`src/rtl/decode_pkg.sv`:
```
// Shared encodings for the multi-cycle ARM-subset control decoder.
// States, ALU codes, mux selects, cmd constants and the Moore control bundle.
package decode_pkg;

    localparam logic [3:0] S_FETCH   = 4'd0;
    localparam logic [3:0] S_DECODE  = 4'd1;
    localparam logic [3:0] S_MEMADR  = 4'd2;
    localparam logic [3:0] S_MEMRD   = 4'd3;
    localparam logic [3:0] S_MEMWB   = 4'd4;
    localparam logic [3:0] S_MEMWR   = 4'd5;
    localparam logic [3:0] S_EXECR   = 4'd6;
    localparam logic [3:0] S_EXECI   = 4'd7;
    localparam logic [3:0] S_ALUWB   = 4'd8;
    localparam logic [3:0] S_BRANCH  = 4'd9;
    localparam logic [3:0] S_MULEX   = 4'd10;
    localparam logic [3:0] S_UNKNOWN = 4'd11;

    localparam logic [2:0] ALU_ADD = 3'b000;
    localparam logic [2:0] ALU_SUB = 3'b001;
    localparam logic [2:0] ALU_AND = 3'b010;
    localparam logic [2:0] ALU_ORR = 3'b011;
    localparam logic [2:0] ALU_EOR = 3'b100;
    localparam logic [2:0] ALU_MOV = 3'b101;
    localparam logic [2:0] ALU_MUL = 3'b110;

    localparam logic [1:0] SRCA_RD1      = 2'b00;
    localparam logic [1:0] SRCA_PC       = 2'b01;
    localparam logic [1:0] SRCB_RD2      = 2'b00;
    localparam logic [1:0] SRCB_IMM      = 2'b01;
    localparam logic [1:0] SRCB_FOUR     = 2'b10;
    localparam logic [1:0] RES_ALUOUT    = 2'b00;
    localparam logic [1:0] RES_DATA      = 2'b01;
    localparam logic [1:0] RES_ALURESULT = 2'b10;

    localparam logic [3:0] CMD_AND = 4'b0000;
    localparam logic [3:0] CMD_EOR = 4'b0001;
    localparam logic [3:0] CMD_SUB = 4'b0010;
    localparam logic [3:0] CMD_ADD = 4'b0100;
    localparam logic [3:0] CMD_TST = 4'b1000;
    localparam logic [3:0] CMD_CMP = 4'b1010;
    localparam logic [3:0] CMD_ORR = 4'b1100;
    localparam logic [3:0] CMD_MOV = 4'b1101;

    localparam logic [1:0] OP_DP  = 2'b00;
    localparam logic [1:0] OP_MEM = 2'b01;
    localparam logic [1:0] OP_BR  = 2'b10;

    localparam logic [3:0] MUL_PATTERN = 4'b1001;

    typedef struct packed {
        logic       ir_write;
        logic       next_pc;
        logic       adr_src;
        logic       reg_w;
        logic       mem_w;
        logic       alu_op;
        logic       branch;
        logic       busy;
        logic [1:0] result_src;
        logic [1:0] alu_src_a;
        logic [1:0] alu_src_b;
    } ctrl_t;

    // EOR and MOV only exist when the ALU control bus is wide enough to encode them.
    function automatic logic cmd_is_legal(input logic [3:0] cmd, input logic ext_ops);
        logic legal;
        legal = 1'b0;
        case (cmd)
            CMD_ADD, CMD_SUB, CMD_AND, CMD_ORR, CMD_CMP, CMD_TST: legal = 1'b1;
            CMD_EOR, CMD_MOV:                                     legal = ext_ops;
            default:                                              legal = 1'b0;
        endcase
        return legal;
    endfunction

endpackage

```
`src/rtl/ctrl_fsm.sv`:
```
// Main control FSM: state register, next-state logic, MUL counter and Moore outputs.
// The MULEX state and its counter exist only when DECODE_MUL_EN is defined.
module ctrl_fsm
    import decode_pkg::*;
#(
    parameter int MUL_LAT = 4
) (
    input  logic       clk,
    input  logic       reset,
    input  logic [1:0] op,
    input  logic       funct_i,
    input  logic       funct_s,
    input  logic       illegal,
    input  logic       is_mul,
    output logic [3:0] state,
    output ctrl_t      ctrl
);

    logic [3:0] state_q;
    logic [3:0] state_d;

`ifdef DECODE_MUL_EN
    localparam logic [3:0] MUL_LOAD = 4'(MUL_LAT - 1);
    logic [3:0] cnt_q;
    logic [3:0] cnt_d;
`else
    logic unused_fsm_inputs;
    assign unused_fsm_inputs = is_mul;
`endif

    always_comb begin
        state_d = state_q;
`ifdef DECODE_MUL_EN
        cnt_d   = cnt_q;
`endif
        case (state_q)
            S_FETCH:  state_d = S_DECODE;
            S_DECODE: begin
                if (illegal) begin
                    state_d = S_UNKNOWN;
`ifdef DECODE_MUL_EN
                end else if (is_mul) begin
                    state_d = S_MULEX;
                    cnt_d   = MUL_LOAD;
`endif
                end else begin
                    case (op)
                        OP_DP:   state_d = funct_i ? S_EXECI : S_EXECR;
                        OP_MEM:  state_d = S_MEMADR;
                        OP_BR:   state_d = S_BRANCH;
                        default: state_d = S_UNKNOWN;
                    endcase
                end
            end
            S_MEMADR:  state_d = funct_s ? S_MEMRD : S_MEMWR;
            S_MEMRD:   state_d = S_MEMWB;
            S_MEMWB:   state_d = S_FETCH;
            S_MEMWR:   state_d = S_FETCH;
            S_EXECR:   state_d = S_ALUWB;
            S_EXECI:   state_d = S_ALUWB;
            S_ALUWB:   state_d = S_FETCH;
            S_BRANCH:  state_d = S_FETCH;
            S_UNKNOWN: state_d = S_FETCH;
`ifdef DECODE_MUL_EN
            S_MULEX: begin
                if (cnt_q == 4'd0) begin
                    state_d = S_ALUWB;
                end else begin
                    cnt_d = cnt_q - 4'd1;
                end
            end
`endif
            default:   state_d = S_FETCH;
        endcase
    end

    always_ff @(posedge clk) begin
        if (!reset) begin
            state_q <= S_FETCH;
`ifdef DECODE_MUL_EN
            cnt_q   <= 4'd0;
`endif
        end else begin
            state_q <= state_d;
`ifdef DECODE_MUL_EN
            cnt_q   <= cnt_d;
`endif
        end
    end

    always_comb begin
        ctrl = '0;
        case (state_q)
            S_FETCH: begin
                ctrl.ir_write   = 1'b1;
                ctrl.next_pc    = 1'b1;
                ctrl.alu_src_a  = SRCA_PC;
                ctrl.alu_src_b  = SRCB_FOUR;
                ctrl.result_src = RES_ALURESULT;
            end
            S_DECODE: begin
                ctrl.alu_src_a  = SRCA_PC;
                ctrl.alu_src_b  = SRCB_FOUR;
                ctrl.result_src = RES_ALURESULT;
            end
            S_MEMADR: begin
                ctrl.alu_src_a = SRCA_RD1;
                ctrl.alu_src_b = SRCB_IMM;
            end
            S_MEMRD: begin
                ctrl.adr_src    = 1'b1;
                ctrl.result_src = RES_ALUOUT;
            end
            S_MEMWB: begin
                ctrl.result_src = RES_DATA;
                ctrl.reg_w      = 1'b1;
            end
            S_MEMWR: begin
                ctrl.adr_src = 1'b1;
                ctrl.mem_w   = 1'b1;
            end
            S_EXECR: begin
                ctrl.alu_src_a = SRCA_RD1;
                ctrl.alu_src_b = SRCB_RD2;
                ctrl.alu_op    = 1'b1;
            end
            S_EXECI: begin
                ctrl.alu_src_a = SRCA_RD1;
                ctrl.alu_src_b = SRCB_IMM;
                ctrl.alu_op    = 1'b1;
            end
            S_ALUWB: begin
                ctrl.result_src = RES_ALUOUT;
                ctrl.reg_w      = 1'b1;
            end
            S_BRANCH: begin
                ctrl.alu_src_a  = SRCA_RD1;
                ctrl.alu_src_b  = SRCB_IMM;
                ctrl.result_src = RES_ALURESULT;
                ctrl.branch     = 1'b1;
            end
`ifdef DECODE_MUL_EN
            S_MULEX: begin
                ctrl.alu_op = 1'b1;
                ctrl.busy   = 1'b1;
            end
`endif
            default: ctrl = '0;
        endcase
    end

    assign state = state_q;

endmodule

```
`src/rtl/multicycle_decoder_ext.sv`:
```
// Control decoder top: ALU decoder, PC-write logic and instruction-field decoding around ctrl_fsm.
// Define DECODE_MUL_EN to add the multi-cycle multiply (MULEX) path.
module multicycle_decoder_ext
    import decode_pkg::*;
#(
    parameter int ALUCTRL_W = 3,
    parameter int MUL_LAT   = 4,
    parameter int STATE_W   = 4
) (
    input  logic                 clk,
    input  logic                 reset,
    input  logic [1:0]           Op,
    input  logic [5:0]           Funct,
    input  logic [3:0]           Rd,
    input  logic [3:0]           Instr74,
    output logic                 PCS,
    output logic                 NextPC,
    output logic                 RegW,
    output logic                 MemW,
    output logic                 IRWrite,
    output logic                 AdrSrc,
    output logic [1:0]           ResultSrc,
    output logic [1:0]           ALUSrcA,
    output logic [1:0]           ALUSrcB,
    output logic [1:0]           FlagW,
    output logic [ALUCTRL_W-1:0] ALUControl,
    output logic [1:0]           ImmSrc,
    output logic [1:0]           RegSrc,
    output logic                 IllegalOp,
    output logic                 Busy,
    output logic [STATE_W-1:0]   state
);

    localparam logic EXT_OPS = (ALUCTRL_W >= 3);

    logic [3:0] cmd;
    logic       s_bit;
    logic       is_mul;
    logic       illegal;
    logic       no_write;
    logic       s_eff;
    logic [2:0] alu_ctrl;
    logic [1:0] flag_w;
    logic       reg_w_int;
    logic       pcs_int;
    logic [3:0] fsm_state;
    ctrl_t      ctrl;

    assign cmd   = Funct[4:1];
    assign s_bit = Funct[0];

`ifdef DECODE_MUL_EN
    assign is_mul = (Op == OP_DP) && (Funct[5:4] == 2'b00) && (Instr74 == MUL_PATTERN);
`else
    logic unused_instr74;
    assign unused_instr74 = ^Instr74;
    assign is_mul = 1'b0;
`endif

    // A multiply needs the 3-bit ALU code; with a 2-bit bus it is undecodable.
    assign illegal = (Op == 2'b11) ||
                     ((Op == OP_DP) && (is_mul ? !EXT_OPS : !cmd_is_legal(cmd, EXT_OPS)));

    assign no_write = (Op == OP_DP) && !is_mul && ((cmd == CMD_CMP) || (cmd == CMD_TST));
    assign s_eff    = s_bit || no_write;

    ctrl_fsm #(
        .MUL_LAT (MUL_LAT)
    ) u_ctrl_fsm (
        .clk     (clk),
        .reset   (reset),
        .op      (Op),
        .funct_i (Funct[5]),
        .funct_s (s_bit),
        .illegal (illegal),
        .is_mul  (is_mul),
        .state   (fsm_state),
        .ctrl    (ctrl)
    );

    always_comb begin
        alu_ctrl = ALU_ADD;
        flag_w   = 2'b00;
        if (ctrl.alu_op) begin
            if (is_mul) begin
                alu_ctrl = ALU_MUL;
                flag_w   = {s_bit, 1'b0};
            end else begin
                case (cmd)
                    CMD_ADD: alu_ctrl = ALU_ADD;
                    CMD_SUB: alu_ctrl = ALU_SUB;
                    CMD_AND: alu_ctrl = ALU_AND;
                    CMD_ORR: alu_ctrl = ALU_ORR;
                    CMD_EOR: alu_ctrl = ALU_EOR;
                    CMD_MOV: alu_ctrl = ALU_MOV;
                    CMD_CMP: alu_ctrl = ALU_SUB;
                    CMD_TST: alu_ctrl = ALU_AND;
                    default: alu_ctrl = ALU_ADD;
                endcase
                flag_w[1] = s_eff;
                flag_w[0] = s_eff && ((cmd == CMD_ADD) || (cmd == CMD_SUB) || (cmd == CMD_CMP));
            end
        end
    end

    assign reg_w_int = ctrl.reg_w && !no_write;
    assign pcs_int   = (((Rd == 4'hF) && reg_w_int) || ctrl.branch) && !no_write;

    // Everything is held at zero while reset is low so an aborted instruction writes nothing.
    always_comb begin
        PCS        = 1'b0;
        NextPC     = 1'b0;
        RegW       = 1'b0;
        MemW       = 1'b0;
        IRWrite    = 1'b0;
        AdrSrc     = 1'b0;
        ResultSrc  = 2'b00;
        ALUSrcA    = 2'b00;
        ALUSrcB    = 2'b00;
        FlagW      = 2'b00;
        ALUControl = '0;
        ImmSrc     = 2'b00;
        RegSrc     = 2'b00;
        IllegalOp  = 1'b0;
        Busy       = 1'b0;
        state      = '0;
        if (reset) begin
            PCS        = pcs_int;
            NextPC     = ctrl.next_pc;
            RegW       = reg_w_int;
            MemW       = ctrl.mem_w;
            IRWrite    = ctrl.ir_write;
            AdrSrc     = ctrl.adr_src;
            ResultSrc  = ctrl.result_src;
            ALUSrcA    = ctrl.alu_src_a;
            ALUSrcB    = ctrl.alu_src_b;
            FlagW      = flag_w;
            ALUControl = alu_ctrl[ALUCTRL_W-1:0];
            ImmSrc     = Op;
            RegSrc     = {(Op == OP_MEM), (Op == OP_BR)};
            IllegalOp  = (fsm_state == S_DECODE) && illegal;
            Busy       = ctrl.busy;
            state      = STATE_W'(fsm_state);
        end
    end

endmodule

```
`config.mk`:
```
export PLATFORM = sky130hd
export DESIGN_NAME = multicycle_decoder_ext
export DESIGN_NICKNAME = d
export VERILOG_FILES = /design/src/rtl/decode_pkg.sv /design/src/rtl/ctrl_fsm.sv /design/src/rtl/multicycle_decoder_ext.sv
export SDC_FILE = /design/constraint.sdc
export NUM_CORES = 1
export LEC_CHECK = 0
export ABC_CLOCK_PERIOD_IN_PS = 1100
export BUFFER_PORTS_ARGS = -buffer_cell sky130_fd_sc_hd__clkbuf_2
export CAP_MARGIN = 20
export CORE_MARGIN = 2
export CORE_UTILIZATION = 35
export DETAILED_ROUTE_END_ITERATION = 6
export PLACE_DENSITY_LB_ADDON = 0.2
export RECOVER_POWER = 50
export SYNTH_ARGS = -nofsm -noshare
export SYNTH_HDL_FRONTEND = slang
export SYNTH_SLANG_ARGS = --single-unit
```
`constraint.sdc`:
```
create_clock -name clk -period 1.1 [get_ports clk]
set_input_delay 0.11 -clock clk [delete_from_list [all_inputs] [get_ports clk]]
set_output_delay 0.11 -clock clk [all_outputs]
set_load 0.01 [all_outputs]
```
==> flow_summary_export.csv <==
group,metric,value,unit
status,status,"complete, but fails checks",
status,violations,"negative setup slack",
global_routing,top_usage_layer,"met2",
power_and_ir_drop,max-vdd-ir-drop,541.9,uV
global_routing,grt_overflow,0,
critical_path,startpoint_type,"flip-flop",
critical_path,r2r-start,"u_ctrl_fsm.state[2]",
global_routing,grt_use_met3,3.137,%
sta,setup_viol,22,
clock_tree,clk_path_buf_depth,2,
sta,setup_ws,-0.3696,ns
global_routing,grt_max_degree,9,
critical_path,critPathArrivalTime,1.36,ns
floorplan,io_pins,45,
floorplan,dieHeight,46.11,um
critical_path,slowest_stage,"or3_4",
logic_synthesis,yosysTopAreaCell,"dfxtp_1",
sta,timing.fmax,680.4,MHz
critical_path,path_buf_inv,2,
logic_synthesis,syn_avg_cell_area,7.301,um2
logic_synthesis,synth_flop_cell,"dfxtp_1",
clock_tree,cts-root-buf,"clkbuf_4",
critical_path,worst_setup_path_end_kind,"primary output",
global_routing,grt_pass1_vias,782,
layout,multiInputGateArea,595.6,um2
sta,setup_tns,-5.246,ns
logic_synthesis,ys_top_cells_by_area,"dfxtp_1 13%, and2_1 6.0%, buf_4 4.8%",
critical_path,max_stage_delay,0.38,ns
flow_run,maxCapViolCount,0,
floorplan,num_rows,15,
sta,finalHoldViolations,0,
sta,final.min_clock_period,1.470,ns
global_routing,grt_pass1_wl,3098,um
critical_path,r2r-end,"u_ctrl_fsm.state[2]",
logic_synthesis,yosysSeqAreaShare,12.90,%
critical_path,worstPathRequired,0.99,ns
sta,finalMaxSlewViolations,0,
logic_synthesis,synthArstFlopShare,0,%
clock_tree,htree_num_levels,1,
global_routing,use_met1,20.19,%
critical_path,cp_common_cell,"buf_6",
power_and_ir_drop,power,0.0009435,W
drt,wl,2117,um
drt,antenna_left,0,
power_and_ir_drop,power_leakage,0.6537,nW
floorplan,initial_core_util,36.74,%
layout,nets,172,
logic_synthesis,synth_edf_count,0,
logic_synthesis,ys_seq_elements,4,
critical_path,crit_family,"simple AND/OR/NAND/NOR gates",
sta,skew,0.009082,ns
clock_tree,cts_sinks,4,
layout,num-fill-cells,122,
layout,syn2layout_area_growth,104.6,%
placement,dp_hpwl,1477,um
critical_path,worst-path-stages,4,
critical_path,critPathKind,"reg2out",
clock_tree,hold_buffers,0,
logic_synthesis,synth.most_common_cell,"nor2_1",
layout,n_antenna_cell,0,
drt,via_per_inst,5.065,
layout,finalCoreUtilization,75.19,%
critical_path,endpoint,"IRWrite",
placement,place_congestion,0.8018,
logic_synthesis,ys_warn_count,0,
drt,drtIter0Drc,5,
sta,whs,0.1321,ns
floorplan,coreArea,1689,um2
logic_synthesis,synthCells,85,
layout,regArea,90.09,um2
floorplan,die_width,46.11,um
placement,io_buffers,38,
clock_tree,cts_tree,"built",
drt,drcViolationCount,0,
clock_tree,clock_latency,0.24,ns
logic_synthesis,yosysTopAreaCellShare,12.90,%
layout,largest_register_ffs,4,
clock_tree,clk_pin_slew,0.04,ns
critical_path,crit_start,"u_ctrl_fsm.state[2]",
placement,dp_slack,-0.2005,ns
sta,rsz0062_at_grt,"yes",
worst_hold_path,worstHoldStart,"Funct[5]",
critical_path,cp_max_fo,6,
logic_synthesis,ys_types,42,
drt,wl_per_cell,12.53,um
critical_path,crit_chain,"buf_6 -> or3_4 -> nor2_4 -> buf_6",
drt,vias,856,
power_and_ir_drop,power.density,742.9,nW/um2
global_routing,met2_usage,37.78,%
worst_hold_path,holdCritPathClass,"in2reg",
logic_synthesis,synthesis.area,620.6,um2
global_routing,grt_use_total,19.58,%
critical_path,rr_worst_depth,4,
sta,period_share,133.6,%
global_routing,antenna_found_initial,0,
drt,drt_first_pass_iters,4,
logic_synthesis,synth.top_cells.by_count,"8 x nor2_1, 6 x and2_1, 6 x nand2_1",
critical_path,rrSetupSlack,0,ns
layout,drive_above_1_share,67.11,%
clock_tree,cts_buffers,3,
floorplan,dieArea,2126,um2
==> cells in the final DEF, fill, tap and decap left out, types with 2 or more instances in the layout <==
cell type	n
nor2_1	4
conb_1	2
o21ai_1	2
and2_1	5
clkbuf_2	19
clkbuf_1	2
nand3b_1	3
dfxtp_2	2
buf_2	8
and2_4	2
buf_4	23
buf_6	18
nand3_1	2
dfxtp_4	2
clkbuf_4	4
nand2_1	4
inv_1	4
xor2_1	2
nor2_4	3
nor2b_1	4
nand2_2	2
and3_4	4
a31oi_1	2
a21oi_2	2
==> how the worst min path moves through the flow <==
| stage | end | cells after the start |
|---|---|---|
| final | u_ctrl_fsm.state[0] | 3 |
| after global routing | u_ctrl_fsm.state[0] | 3 |
| after CTS | u_ctrl_fsm.state[0] | 3 |
| after detailed placement | u_ctrl_fsm.state[0] | 3 |
| after global placement | u_ctrl_fsm.state[0] | 3 |
| after floorplan | ALUControl[1] | 1 |
==> worst min-delay path: cells and delay by family <==
family                 cells  cell delay [ns]
buffers and inverters      1             0.08
AND/OR/NAND/NOR            1             0.06
AO/OA/AOI/OAI              1             0.08
==> cell type report <==
cell class	instances	area share [%]
Clock buffer	3	1.773
Inverter	4	1.182
Multi-Input combinational cell	70	46.90
Sequential cell	4	7.094
Tap cell	17	1.675
Timing Repair Buffer	71	41.38
==> power by group <==
group,total [W],leakage [nW],switching (W),internal [W]
logic,0.000565,0.605,0.000254,0.000311
registers,0.000192,0.0349,0.0000292,0.000163
clock network,0.000186,0.0138,0.0000640,0.000122
total,0.000943,0.654,0.000347,0.000597
==> cell families after synthesis <==
family	synth area share, %
flip-flops	12.90
XOR/XNOR	4.235
other	0.6043
multiplexers	1.613
AND/OR/NAND/NOR	50.81
AO/OA/AOI/OAI	17.54
buffers and inverters	12.30
==> layer usage <==
metal	vias up	routed length, um
met1	393	821
met2	30	1188
met3	4	89
met5	-	0
li1	429	-
met4	0	18
==> per-stage QoR <==
stage          instance area, um2  cells
5_1_grt                      1270    169
3_3_place_gp                 1017    159
6_report                     1270    169
3_5_place_dp                 1017    159
2_1_floorplan               675.6     86
4_1_cts                      1120    165
==> timing repair <==
action	CTS	global route
setup endpoints to repair	22	24
endpoints found under the hold margin	0	0
buffers inserted	4	6
gates resized for setup	19	43
pin swaps	7	12
(Power assumes the default switching activity.)
